## config.mk

```make
export PLATFORM = sky130hd
export DESIGN_NAME = csa_accumulator
export DESIGN_NICKNAME = d
export VERILOG_FILES = /design/src/rtl/csa_pkg.sv /design/src/rtl/csa_compress_3to2.sv /design/src/rtl/csa_accumulator.sv
export SDC_FILE = /design/constraint.sdc
export NUM_CORES = 1
export LEC_CHECK = 0
export ABC_CLOCK_PERIOD_IN_PS = 2600
export BUFFER_PORTS_ARGS = -buffer_cell sky130_fd_sc_hd__clkbuf_2
export CAP_MARGIN = 20
export CORE_MARGIN = 4
export CORE_UTILIZATION = 53
export CTS_CLUSTER_SIZE = 25
export DETAILED_ROUTE_END_ITERATION = 8
export HOLD_SLACK_MARGIN = 0.05
export PLACE_DENSITY = 0.78
export SYNTH_ARGS = -nofsm -noshare
export SYNTH_HDL_FRONTEND = slang
export SYNTH_SLANG_ARGS = --single-unit
```

## constraint.sdc

```tcl
create_clock -name clk -period 2.6 [get_ports clk]
set_clock_uncertainty 0.1 [all_clocks]
set_input_delay 0.26 -clock clk [delete_from_list [all_inputs] [get_ports clk]]
set_output_delay 0.26 -clock clk [all_outputs]
set_load 0.1 [all_outputs]
```

## src/rtl/csa_pkg.sv

```systemverilog
// csa_pkg
// Shared definitions for the carry-save accumulator:
//   - csa_state_e : packet FSM states (ACCUM, RESOLVE, OUTPUT)
//   - ops_at_level: vectors still present after a given number of 3:2 levels
//   - tree_levels : number of 3:2 levels needed to reach two vectors
//   - node_base   : offset of a level's vectors in the flattened node array
//   - row_base    : offset of a level's compressor rows in the flattened row list
package csa_pkg;

    typedef enum logic [1:0] {
        ACCUM   = 2'd0,
        RESOLVE = 2'd1,
        OUTPUT  = 2'd2
    } csa_state_e;

    // Each level groups vectors in threes: every full group becomes two
    // vectors, and the one or two leftover vectors pass straight through.
    function automatic int ops_at_level(input int n_ops, input int level);
        int n;
        n = n_ops;
        for (int l = 0; l < level; l++) begin
            n = 2 * (n / 3) + (n % 3);
        end
        return n;
    endfunction

    function automatic int tree_levels(input int n_ops);
        int n;
        int levels;
        n      = n_ops;
        levels = 0;
        while (n > 2) begin
            n      = 2 * (n / 3) + (n % 3);
            levels = levels + 1;
        end
        return levels;
    endfunction

    function automatic int node_base(input int n_ops, input int level);
        int base;
        base = 0;
        for (int l = 0; l < level; l++) begin
            base = base + ops_at_level(n_ops, l);
        end
        return base;
    endfunction

    function automatic int row_base(input int n_ops, input int level);
        int base;
        base = 0;
        for (int l = 0; l < level; l++) begin
            base = base + ops_at_level(n_ops, l) / 3;
        end
        return base;
    endfunction

endpackage

```

## src/rtl/csa_compress_3to2.sv

```systemverilog
// csa_compress_3to2
// One row of W independent full adders. Reduces three vectors to a sum
// vector and a carry vector. The carry is returned at its own bit weight
// (unshifted); the parent applies the left shift.
// Ports:
//   a, b, c : input vectors, W bits each
//   sum     : bitwise sum (a ^ b ^ c)
//   carry   : bitwise majority, unshifted
module csa_compress_3to2 #(
    parameter int W = 16
) (
    input  logic [W-1:0] a,
    input  logic [W-1:0] b,
    input  logic [W-1:0] c,
    output logic [W-1:0] sum,
    output logic [W-1:0] carry
);

    assign sum   = a ^ b ^ c;
    assign carry = (a & b) | (a & c) | (b & c);

endmodule

```

## src/rtl/csa_accumulator.sv

```systemverilog
// csa_accumulator
// Streaming multi-operand accumulator. Each accepted beat folds NUM_OPS
// operands into a redundant (acc_s, acc_c) pair through a 3:2 compressor
// tree; the last beat of a packet triggers one carry-propagate add, and the
// resolved total is held on a valid/ready output until taken.
// Ports:
//   clk, rst_n          : clock (rising edge), async active-low reset
//   in_valid/in_ready   : input beat handshake
//   in_data             : NUM_OPS unsigned operands, operand i at [i*WIDTH +: WIDTH]
//   in_last             : marks the final beat of a packet
//   out_valid/out_ready : result handshake
//   out_sum             : total modulo 2^ACC_W
//   out_ovf             : true total reached 2^ACC_W or more
//   out_beats           : beats in the packet, saturating
module csa_accumulator
    import csa_pkg::*;
#(
    parameter int WIDTH   = 16,
    parameter int NUM_OPS = 3,
    parameter int GUARD   = 8,
    parameter int CNT_W   = 8,
    localparam int ACC_W  = WIDTH + GUARD
) (
    input  logic                     clk,
    input  logic                     rst_n,
    input  logic                     in_valid,
    output logic                     in_ready,
    input  logic [NUM_OPS*WIDTH-1:0] in_data,
    input  logic                     in_last,
    output logic                     out_valid,
    input  logic                     out_ready,
    output logic [ACC_W-1:0]         out_sum,
    output logic                     out_ovf,
    output logic [CNT_W-1:0]         out_beats
);

    localparam int TOT     = NUM_OPS + 2;
    localparam int LEVELS  = tree_levels(TOT);
    localparam int N_NODES = node_base(TOT, LEVELS + 1);
    localparam int N_ROWS  = row_base(TOT, LEVELS);
    localparam int FINAL_B = node_base(TOT, LEVELS);

    csa_state_e state;
    csa_state_e next_state;

    logic [ACC_W-1:0] acc_s;
    logic [ACC_W-1:0] acc_c;
    logic             ovf_acc;
    logic [CNT_W-1:0] beat_cnt;
    logic             beat_accept;
    logic [ACC_W:0]   cpa;

    // Every vector of every tree level lives in one flat array; level l
    // occupies node[node_base(l) +: ops_at_level(l)].
    logic [ACC_W-1:0] node [N_NODES];
    logic [N_ROWS-1:0] carry_lost;

    assign node[0] = acc_s;
    assign node[1] = acc_c;
    for (genvar i = 0; i < NUM_OPS; i++) begin : g_operand
        assign node[2 + i] = ACC_W'(in_data[i*WIDTH +: WIDTH]);
    end

    for (genvar l = 0; l < LEVELS; l++) begin : g_level
        localparam int N_IN  = ops_at_level(TOT, l);
        localparam int N_GRP = N_IN / 3;
        localparam int IN_B  = node_base(TOT, l);
        localparam int OUT_B = node_base(TOT, l + 1);
        localparam int ROW_B = row_base(TOT, l);

        for (genvar g = 0; g < N_GRP; g++) begin : g_row
            logic [ACC_W-1:0] row_carry;

            csa_compress_3to2 #(.W(ACC_W)) u_row (
                .a     (node[IN_B + 3*g]),
                .b     (node[IN_B + 3*g + 1]),
                .c     (node[IN_B + 3*g + 2]),
                .sum   (node[OUT_B + 2*g]),
                .carry (row_carry)
            );

            // The carry MSB has weight 2^ACC_W once shifted; since every
            // term is non-negative, losing it proves the true total overflowed.
            assign node[OUT_B + 2*g + 1] = {row_carry[ACC_W-2:0], 1'b0};
            assign carry_lost[ROW_B + g] = row_carry[ACC_W-1];
        end

        for (genvar r = 0; r < N_IN - 3*N_GRP; r++) begin : g_pass
            assign node[OUT_B + 2*N_GRP + r] = node[IN_B + 3*N_GRP + r];
        end
    end

    assign beat_accept = in_valid && (state == ACCUM);
    assign cpa         = {1'b0, acc_s} + {1'b0, acc_c};

    always_ff @(posedge clk or negedge rst_n) begin
        if (!rst_n) begin
            state <= ACCUM;
        end else begin
            state <= next_state;
        end
    end

    always_comb begin
        next_state = state;
        in_ready   = 1'b0;
        out_valid  = 1'b0;
        unique case (state)
            ACCUM: begin
                in_ready = 1'b1;
                if (in_valid && in_last) begin
                    next_state = RESOLVE;
                end
            end
            RESOLVE: begin
                next_state = OUTPUT;
            end
            OUTPUT: begin
                out_valid = 1'b1;
                if (out_ready) begin
                    next_state = ACCUM;
                end
            end
            default: begin
                next_state = ACCUM;
            end
        endcase
    end

    // Accumulator, sticky overflow, beat counter and the registered result.
    // RESOLVE both captures the result and clears the accumulation state so
    // the next packet starts from zero.
    always_ff @(posedge clk or negedge rst_n) begin
        if (!rst_n) begin
            acc_s     <= '0;
            acc_c     <= '0;
            ovf_acc   <= 1'b0;
            beat_cnt  <= '0;
            out_sum   <= '0;
            out_ovf   <= 1'b0;
            out_beats <= '0;
        end else begin
            if (beat_accept) begin
                acc_s   <= node[FINAL_B];
                acc_c   <= node[FINAL_B + 1];
                ovf_acc <= ovf_acc | (|carry_lost);
                if (beat_cnt != '1) begin
                    beat_cnt <= beat_cnt + 1'b1;
                end
            end
            if (state == RESOLVE) begin
                out_sum   <= cpa[ACC_W-1:0];
                out_ovf   <= ovf_acc | cpa[ACC_W];
                out_beats <= beat_cnt;
                acc_s     <= '0;
                acc_c     <= '0;
                ovf_acc   <= 1'b0;
                beat_cnt  <= '0;
            end
        end
    end

endmodule

```

=== After elaboration in Yosys (flattened, before gate mapping) ===
Cells that the tools add are included.

* Word-level logic and storage cells: 60
* Output and inout port bits: 35
* Flip-flop bits (word level): 92
* Bits of input ports: 53

* Bitwise operators: 23
* Mux-type cells: 14
* Reduce and logical (&&, ||, !) cells: 8
* Add/subtract/negate cells: 2
* Eq/ne operators: 5

{| class="wikitable"
|+ Operator list
! kind !! count
|-
| $and A24 B16 Y24 || 6
|-
| $or A24 B24 Y24 || 6
|-
| $mux W24 || 4
|-
| $and A24 B24 Y24 || 3
|-
| $xor A24 B16 Y24 || 3
|-
| $xor A24 B24 Y24 || 3
|-
| $add A24 B24 Y25 || 1
|-
| $mux W8 || 3
|-
| $add A8 B1 Y8 const B || 1
|-
| $ne A8 B8 Y1 const B || 1
|-
| $pmux W2 S3 || 1
|-
| $mux W1 || 4
|-
| $mux W2 || 2
|-
| $reduce_and A2 Y1 || 2
|-
| $reduce_bool A2 Y1 || 2
|-
| $reduce_or A3 Y1 || 1
|-
| $eq A2 B1 Y1 const B || 1
|-
| $eq A2 B2 Y1 const B || 1
|-
| $logic_and A1 B1 Y1 || 2
|-
| $logic_not A2 Y1 || 1
|-
| $ne A2 B1 Y1 const B || 1
|-
| $ne A2 B2 Y1 const B || 1
|-
| $or A1 B1 Y1 || 2
|}

=== Logic depth before layout (Yosys ltp) ===
Gate-level depths: netlist (run 1).

* Word-level depth: 13
* Mapped depth: 8
* Mapped depth without buffers: 8

=== By module ===
From an unflattened synthesis (run 1), not the netlist that was laid out.

* Cells, all modules: 628
* Area total of the unflattened synthesis: 6289.8 µm²

{| class="wikitable"
|+ By module, submodules not included
! module !! seq. area each (µm²) !! cells an instance !! area an instance (µm²) !! instances
|-
| csa_accumulator || 2277.2 || 556 || 4848.4 || 1
|-
| csa_compress_3to2 || 0.0 || 24 || 480.5 || 3
|}

=== Least setup slack after synthesis (run 1) ===
Ideal clock, no wire load.

* Kind: flip-flop to flip-flop
* From: reg acc_s[1]
* To: reg out_sum[21]
* Clock period less this slack: 2558 ps
* Arrival time: 2323 ps
* Cell stages (with the launch flop): 9
* Library setup time: 136 ps
* Setup slack: 42 ps
* Data required time: 2364 ps
* Buffers on the path: 0
* Cell sequence: dfrtp_1 > ha_1 > fa_1 > a21o_2 > a311oi_2 > nor4_1 > a2111o_1 > o21ai_1 > o211ai_1

* Longest elaborated chain between the ends: 1

{| class="wikitable"
|+ Ends and longest elaborated chain
! item !! line !! source
|-
| start: declaration || csa_accumulator.sv:46 || <nowiki>logic [ACC_W-1:0] acc_s;</nowiki>
|-
| start signal: assignment || csa_accumulator.sv:144 || <nowiki>acc_s <= node[FINAL_B];</nowiki>
|-
| $add A24 B24 Y25 || csa_accumulator.sv:94 || <nowiki>assign cpa = {1'b0, acc_s} + {1'b0, acc_c};</nowiki>
|-
| end signal: assignment || csa_accumulator.sv:152 || <nowiki>out_sum <= cpa[ACC_W-1:0];</nowiki>
|-
| end: declaration || csa_accumulator.sv:32 || <nowiki>output logic [ACC_W-1:0] out_sum,</nowiki>
|}

Every way passes these cells.
A chain may end at the register's enable or synchronous reset.

=== Final worst setup path (run 1) ===
Same ends and word-level chain as after synthesis.

==> key figures, run 1 <==
Run status
  • Status: finished clean

Setup path
  • Type of the worst setup path: reg -> reg
  • R2r setup slk: 0.04 ns
  • CP max-delay cell: a2111o_1
  • CP arrival: 2.66 ns
  • Worst reg-to-reg path cell count: 8
  • RR Startpoint: acc_s[1]
  • CP startpoint kind: flop
  • Crit end category: flop
  • Crit-path cells: ha_2, fa_2, a21o_4, a311oi_4, nor4_2, a2111o_1, o21ai_2, o211ai_1
  • Max FO, Critical Path: 5
  • Critical path required time: 2.70 ns
  • Slowest cell delay on critical path: 0.46 ns
  • FF-to-FF End: out_sum[21]

Routing
  • # DRC: 0
  • DR vias: 4,887
  • Initial DRC Count: 415
  • Vias per cell: 5.64
  • Post-route ant nets: 0
  • Total Routed Length: 13.5 mm
  • Routed len/inst: 15.6 um
  • TritonRoute pass-1 iters: 6

CTS
  • CTS buffer count: 9
  • CTS tree: yes
  • # H-tree levels: 3
  • Clk_lat worst skew: 0.35 ns
  • Root Buffer: clkbuf_16
  • Clk sinks: 91
  • Clock edge transition at the registers on the reported setup and hold paths: 0.07 ns
  • Max Root-Sink Buffers: 2

Logic synthesis
  • Largest area contributor in the netlist: dfrtp_1
  • #FFs+latches synth: 91
  • Post-synth EDFFs: 0
  • Yosys warnings: 0
  • Top-count cell post-synth: nand2_1
  • Sequential area share after synthesis: 37.4%
  • Synthesized area: 6090 um2
  • Post-Synthesis Cells: 629
  • Yosys top cell area share: 37.4%
  • Netlist cell types: 50
  • Syn_nets: 777
  • Top FF cell, synth: dfrtp_1
  • Mapped Avg Cell Area: 9.68 um2
  • Ranking of synthesized cells by area: dfrtp_1 37%, fa_1 17%, nand2_1 9.1%
  • Post-synth top cells: 148 x nand2_1, 91 x dfrtp_1, 64 x o21ai_0
  • Post-synth ARST share: 100%

Cells and area
  • Layout cells sized above 1: 19.5%
  • Fillers: 897
  • Final nets: 870
  • Area Overhead vs Synth: 17.7%
  • Design area: 7170 um2
  • ANT cells: 0

Global route
  • Global Route Usage Sum: 21.6%
  • First-pass GRT wire length: 23.0 mm
  • Vias in the first global route: 4,894
  • Largest net degree at the start of global routing: 93
  • Grt ovf: 0
  • Initial antenna violation count: 0

Run
  • Max cap viols: 0

STA
  • Final setup vio count: 0
  • Minimum clock period: 2.56 ns
  • Fmax: 391 MHz
  • Worst slew pin tran: 0.809 ns
  • RSZ-0062 raised after global routing: yes
  • Final period utilization: 98.4%
  • Hold_ws: 0.163 ns
  • Hold Fails Final Rpt: 0
  • TNS Setup: 0 ns
  • Max Slew Vio Count: 0
  • Slew HR: 46.1%

Floorplan
  • IO Pins: 88
  • Die height: 115 um
  • Die ar.: 13,300 um2
  • Die X-Extent: 115 um
  • Starting Density: 55.2%
  • Core area: 11,000 um2
  • Cell Rows: 38

Power
  • Leak pwr: 0.00353 uW
  • Power share of the combinational group: 61.5%
  • Sw power: 4970 uW
  • Reg power frac: 24.7%
  • Clk network pwr share: 13.8%
  • Sw frac: 51.4%
  • P per Cell Area: 1350 nW/um2
  • Max VDD drop: 1.10 mV
  • Int Pwr: 4700 uW

Worst hold path
  • Hold EP: acc_s[0]
  • Cells on Worst Hold Path: 4
  • Hold/Removal Path Class: in -> reg
  • HP Start: in_data[32]

Placement
  • HPWL Detailed: 10.2 mm
  • DP Area: 6760 um2
  • Number of port buffers: 87
  • Gpl congestion: 0.872
## cells by family after synthesis
logic type      after synthesis  share of synthesized area (%)
compound gates              140                           14.1
fa+ha+maj                    95                           26.0
simple gates                229                           16.6
xor+xnor                     16                           2.30
flops                        91                           37.4
buf+inv                      58                           3.59
## final cells by class
type	count	area, um2	share of cell area [%]
clock buffers	10	229	3.19
multi-input cells	480	3650	51.0
flip-flops and latches	91	2280	31.8
clock inverters	6	71.3	0.995
well taps	140	175	2.44
repair buffers	112	658	9.18
inverters	28	105	1.47
## sequential cells by signal, indices dropped and copies added, names as in the netlist
register,flops
acc_s,24
out_sum,24
acc_c,23
beat_cnt,8
out_beats,8
state,2
out_ovf,1
ovf_acc,1
## placed cells by master (no fill, tap or decap), types with 3 or more instances in the layout
master	count
nor2_1	19
o31ai_1	11
a21o_1	6
and2_1	3
o21ai_0	63
dfrtp_1	91
buf_4	21
and3_1	5
nand4_1	5
xor2_1	8
fa_1	52
inv_1	28
o21ai_1	3
dlygate4sd3_1	3
nand2_1	148
xnor2_1	8
ha_1	40
o21a_1	3
clkbuf_2	86
a211oi_1	3
nor3_1	10
nand2b_1	3
a31oi_1	3
a21oi_1	22
clkbuf_16	9
o211ai_1	5
nand3_1	18
## how the worst max path moves through the flow
| stage | start | slack, ns | end |
|---|---|---|---|
| final | acc_s[1] | 0.04 | out_sum[21] |
| after global routing | acc_s[5] | -0.05 | out_sum[13] |
| after CTS | acc_s[1] | 0.003 | out_sum[21] |
| after global placement | acc_s[1] | -0.02 | out_sum[21] |
| after floorplan | acc_s[1] | 0.04 | out_sum[21] |
| after detailed placement | acc_s[1] | -0.12 | out_sum[21] |
## power groups by stage
stage / registers (uW) / clock network [uW] / logic (uW)
3_5_place_dp: 2410 / 0 / 5770
5_1_grt: 2450 / 1420 / 6600
2_1_floorplan: 3740 / 0 / 3060
3_3_place_gp: 2380 / 0 / 5560
6_report: 2390 / 1340 / 5940
4_1_cts: 2390 / 1350 / 5880
## critical path, delay by kind of cell (launching register included)
family          cells  cell delay [ns]
flops               1             0.39
fa+ha+maj           2             0.57
compound gates      5             1.26
simple gates        1             0.09
## stage by stage
| step | instances | utilization, % | setup slack (ns) | total power [uW] |
|---|---|---|---|---|
| finish | 867 | 65.0 | 0.0411 | 9670 |
| global route | 867 | 65.0 | -0.0503 | 10500 |
| CTS | 864 | 64.5 | 0.00336 | 9620 |
| detailed placement | 843 | 61.3 | -0.120 | 8180 |
| global placement | 843 | 61.3 | -0.0165 | 7940 |
| floorplan | 629 | - | 0.0417 | 6800 |
## what timing repair did
action,4_1_cts,5_1_grt
setup buffers,2,3
hold buffers,3,0
resized for setup,4,6
pin swaps,3,0
endpoints found under the hold margin,48,0
endpoints found under the setup margin,3,7
## metal layers
layer | vias up | GRT usage, % | part of all wire [%]
met5 | - | 0 | 0
met2 | 154 | 35.0 | 48
li1 | 2339 | - | -
met3 | 29 | 4.32 | 5.1
met1 | 2365 | 29.4 | 45
met4 | 0 | 7.12 | 2.1
(Power assumes the default switching activity.)
==> inputs of run 2 (changes only) <==
--- a/config.mk
+++ b/config.mk
@@ -8,12 +8,13 @@
 export ABC_CLOCK_PERIOD_IN_PS = 2600
 export BUFFER_PORTS_ARGS = -buffer_cell sky130_fd_sc_hd__clkbuf_2
 export CAP_MARGIN = 20
+export CORE_ASPECT_RATIO = 0.8
 export CORE_MARGIN = 4
 export CORE_UTILIZATION = 53
 export CTS_CLUSTER_SIZE = 25
 export DETAILED_ROUTE_END_ITERATION = 8
 export HOLD_SLACK_MARGIN = 0.05
-export PLACE_DENSITY = 0.78
+export PLACE_DENSITY = 0.81
 export SYNTH_ARGS = -nofsm -noshare
 export SYNTH_HDL_FRONTEND = slang
 export SYNTH_SLANG_ARGS = --single-unit
==> key figures, run 2 (same netlist as run 1, synthesis figures left out) <==
Run status
  • Status: finished clean (unchanged)

Floorplan
  • Die ar.: 13,300 um2 (about the same)
  • IO Pins: 88 (unchanged)
  • Starting Density: 55.1% (was 55.2%)
  • Die X-Extent: 128 um (was 115 um)
  • Die height: 104 um (was 115 um)
  • Cell Rows: 34 (was 38)
  • Core area: 11,100 um2 (was 11,000 um2)

Routing
  • DR vias: 4,866 (was 4,887)
  • Post-route ant nets: 0 (unchanged)
  • Routed len/inst: 16.1 um (was 15.6 um)
  • # DRC: 0 (unchanged)
  • TritonRoute pass-1 iters: 5 (was 6)
  • Initial DRC Count: 454 (was 415)
  • Total Routed Length: 13.9 mm (was 13.5 mm)
  • Vias per cell: 5.64 (about the same)

Setup path
  • Type of the worst setup path: reg -> reg (unchanged)
  • Crit-path cells: ha_2, fa_2, a21o_2, a311oi_2, nor4_2, a2111o_1, o21ai_2, o211ai_1 (was ha_2, fa_2, a21o_4, a311oi_4, nor4_2, a2111o_1, o21ai_2, o211ai_1)
  • CP bufs+invs: 0 (unchanged)
  • FF-to-FF End: out_sum[21] (unchanged)
  • R2r setup slk: 0.02 ns (was 0.04 ns)
  • CP max-delay cell: a2111o_1 (unchanged)
  • CP startpoint kind: flop (unchanged)
  • Max FO, Critical Path: 5 (unchanged)
  • Worst reg-to-reg path cell count: 8 (unchanged)
  • Crit end category: flop (unchanged)
  • CP arrival: 2.68 ns (was 2.66 ns)
  • Critical path required time: 2.70 ns (about the same)
  • Top Family by Delay on Critical Path: compound AO/OA/AOI/OAI gates (unchanged)
  • Slowest cell delay on critical path: 0.50 ns (was 0.46 ns)
  • RR Startpoint: acc_s[1] (unchanged)

Cells and area
  • ANT cells: 0 (unchanged)
  • Most common cell after layout, fill and taps aside: nand2_1 (unchanged)
  • Fillers: 923 (was 897)
  • Area Overhead vs Synth: 16.4% (was 17.7%)
  • Top flop regs: acc_s (24), out_sum (24), acc_c (23) (unchanged)
  • Final nets: 862 (was 870)
  • Layout cells sized above 1: 18.6% (was 19.5%)
  • Commonest non-fill, non-tap cells in the layout: 148 x nand2_1, 91 x dfrtp_1, 86 x clkbuf_2, 64 x o21ai_0, 52 x fa_1 (was 148 x nand2_1, 91 x dfrtp_1, 86 x clkbuf_2, 63 x o21ai_0, 52 x fa_1)

STA
  • Fin worst setup slack: 0.0213 ns (was 0.0411 ns)
  • Fmax: 388 MHz (was 391 MHz)
  • RSZ-0062 raised after global routing: yes (unchanged)
  • Slew HR: 47.4% (was 46.1%)
  • Minimum clock period: 2.58 ns (was 2.56 ns)
  • Final period utilization: 99.2% (was 98.4%)
  • Final setup vio count: 0 (unchanged)
  • Max Slew Vio Count: 0 (unchanged)
  • Hold Fails Final Rpt: 0 (unchanged)
  • Worst slew pin tran: 0.789 ns (was 0.809 ns)

CTS
  • Max Root-Sink Buffers: 2 (unchanged)
  • Root Buffer: clkbuf_16 (unchanged)
  • CTS buffer count: 9 (unchanged)
  • # H-tree levels: 3 (unchanged)
  • Post-CTS Repair Setup Buffers: 0 (was 2)
  • Clk_lat worst skew: 0.34 ns (was 0.35 ns)
  • CTS tree: yes (unchanged)
  • Clk sinks: 91 (unchanged)
  • Clock edge transition at the registers on the reported setup and hold paths: 0.07 ns (about the same)

Power
  • Power share of the combinational group: 60.8% (was 61.5%)
  • Sw frac: 51.6% (was 51.4%)
  • Reg power frac: 25.1% (was 24.7%)
  • Max VDD drop: 0.869 mV (was 1.10 mV)
  • Clk network pwr share: 14.2% (was 13.8%)
  • P per Cell Area: 1350 nW/um2 (about the same)
  • Sw power: 4930 uW (was 4970 uW)
  • Leak pwr: 0.00349 uW (was 0.00353 uW)
  • Int Pwr: 4640 uW (was 4700 uW)
  • Total power: 9570 uW (was 9670 uW)

Placement
  • Number of port buffers: 87 (unchanged)
  • Gpl congestion: 0.856 (was 0.872)
  • Pre-CTS setup slack: -0.0553 ns (was -0.120 ns)
  • HPWL Detailed: 10.5 mm (was 10.2 mm)

Worst hold path
  • Hold EP: acc_s[0] (unchanged)
  • HP Start: in_data[32] (unchanged)
  • Hold/Removal Path Class: in -> reg (unchanged)
  • Cells on Worst Hold Path: 4 (unchanged)

Global route
  • First-pass GRT wire length: 23.8 mm (was 23.0 mm)
  • Initial antenna violation count: 0 (unchanged)
  • Grt ovf: 0 (unchanged)
  • Global Route Usage Sum: 22.0% (was 21.6%)
  • Vias in the first global route: 4,999 (was 4,894)
  • Largest net degree at the start of global routing: 93 (unchanged)

Run
  • Max cap viols: 0 (unchanged)
-- run 2: final cells by class --
cell class                 instances  area, um2  share of cell area [%]
timing repair buffer             104        586                    8.26
clock inverter                     6       71.3                    1.01
sequential                        91       2280                    32.1
clock buffer                      10        239                    3.37
multi-input combinational        480       3630                    51.2
tap                              144        180                    2.54
inverter                          28        105                    1.48
-- run 2: what timing repair did --
action / 4_1_cts / 5_1_grt
hold endpoints to repair: 41 / 0
resized for setup: 1 / 5
pin swaps: 3 / 4
hold buffers: 3 / 0
endpoints found under the setup margin: 1 / 4
-- run 2: how the worst max path moves through the flow --
stage / from / end / cells after the start
after floorplan: acc_s[1] / out_sum[21] / 8
after global placement: acc_s[1] / out_sum[21] / 8
after detailed placement: acc_s[1] / out_sum[21] / 8
after CTS: acc_s[1] / out_sum[21] / 8
after global routing: acc_s[1] / out_sum[21] / 8
final: acc_s[1] / out_sum[21] / 8
-- run 2: power groups by stage --
stage / registers (uW) / clock network, uW / logic, uW
global route: 2470 / 1450 / 6500
finish: 2400 / 1360 / 5810
detailed placement: 2420 / 0 / 5750
CTS: 2400 / 1380 / 5830
global placement: 2380 / 0 / 5530
floorplan: 3740 / 0 / 3060
-- run 2: metrics by stage --
step | hold WS [ns] | std cells | TNS, ns | utilization, % | instance area [um2]
after floorplan | -0.136 | 629 | 0 | - | 6090
after global placement | 0.176 | 844 | 0 | 60.8 | 6730
after detailed placement | 0.189 | 844 | -0.0553 | 60.8 | 6730
after CTS | 0.142 | 863 | 0 | 63.9 | 7070
after global routing | 0.183 | 863 | -0.188 | 64.1 | 7090
final | 0.154 | 863 | 0 | 64.1 | 7090
-- run 2: layer usage --
layer  vias to the layer above  routed length, um  global-route usage (%)
li1                       2315                  -                       -
met1                      2359               6230                    31.0
met2                       169               6520                    34.6
met3                        23                913                    4.77
met4                         0                254                    6.14
met5                         -                  0                       0
-- run 2: worst min-delay path, stage by stage --
cell      delay, ns
clkbuf_2       0.09
ha_1           0.12
nand2_1        0.04
o21ai_0        0.06
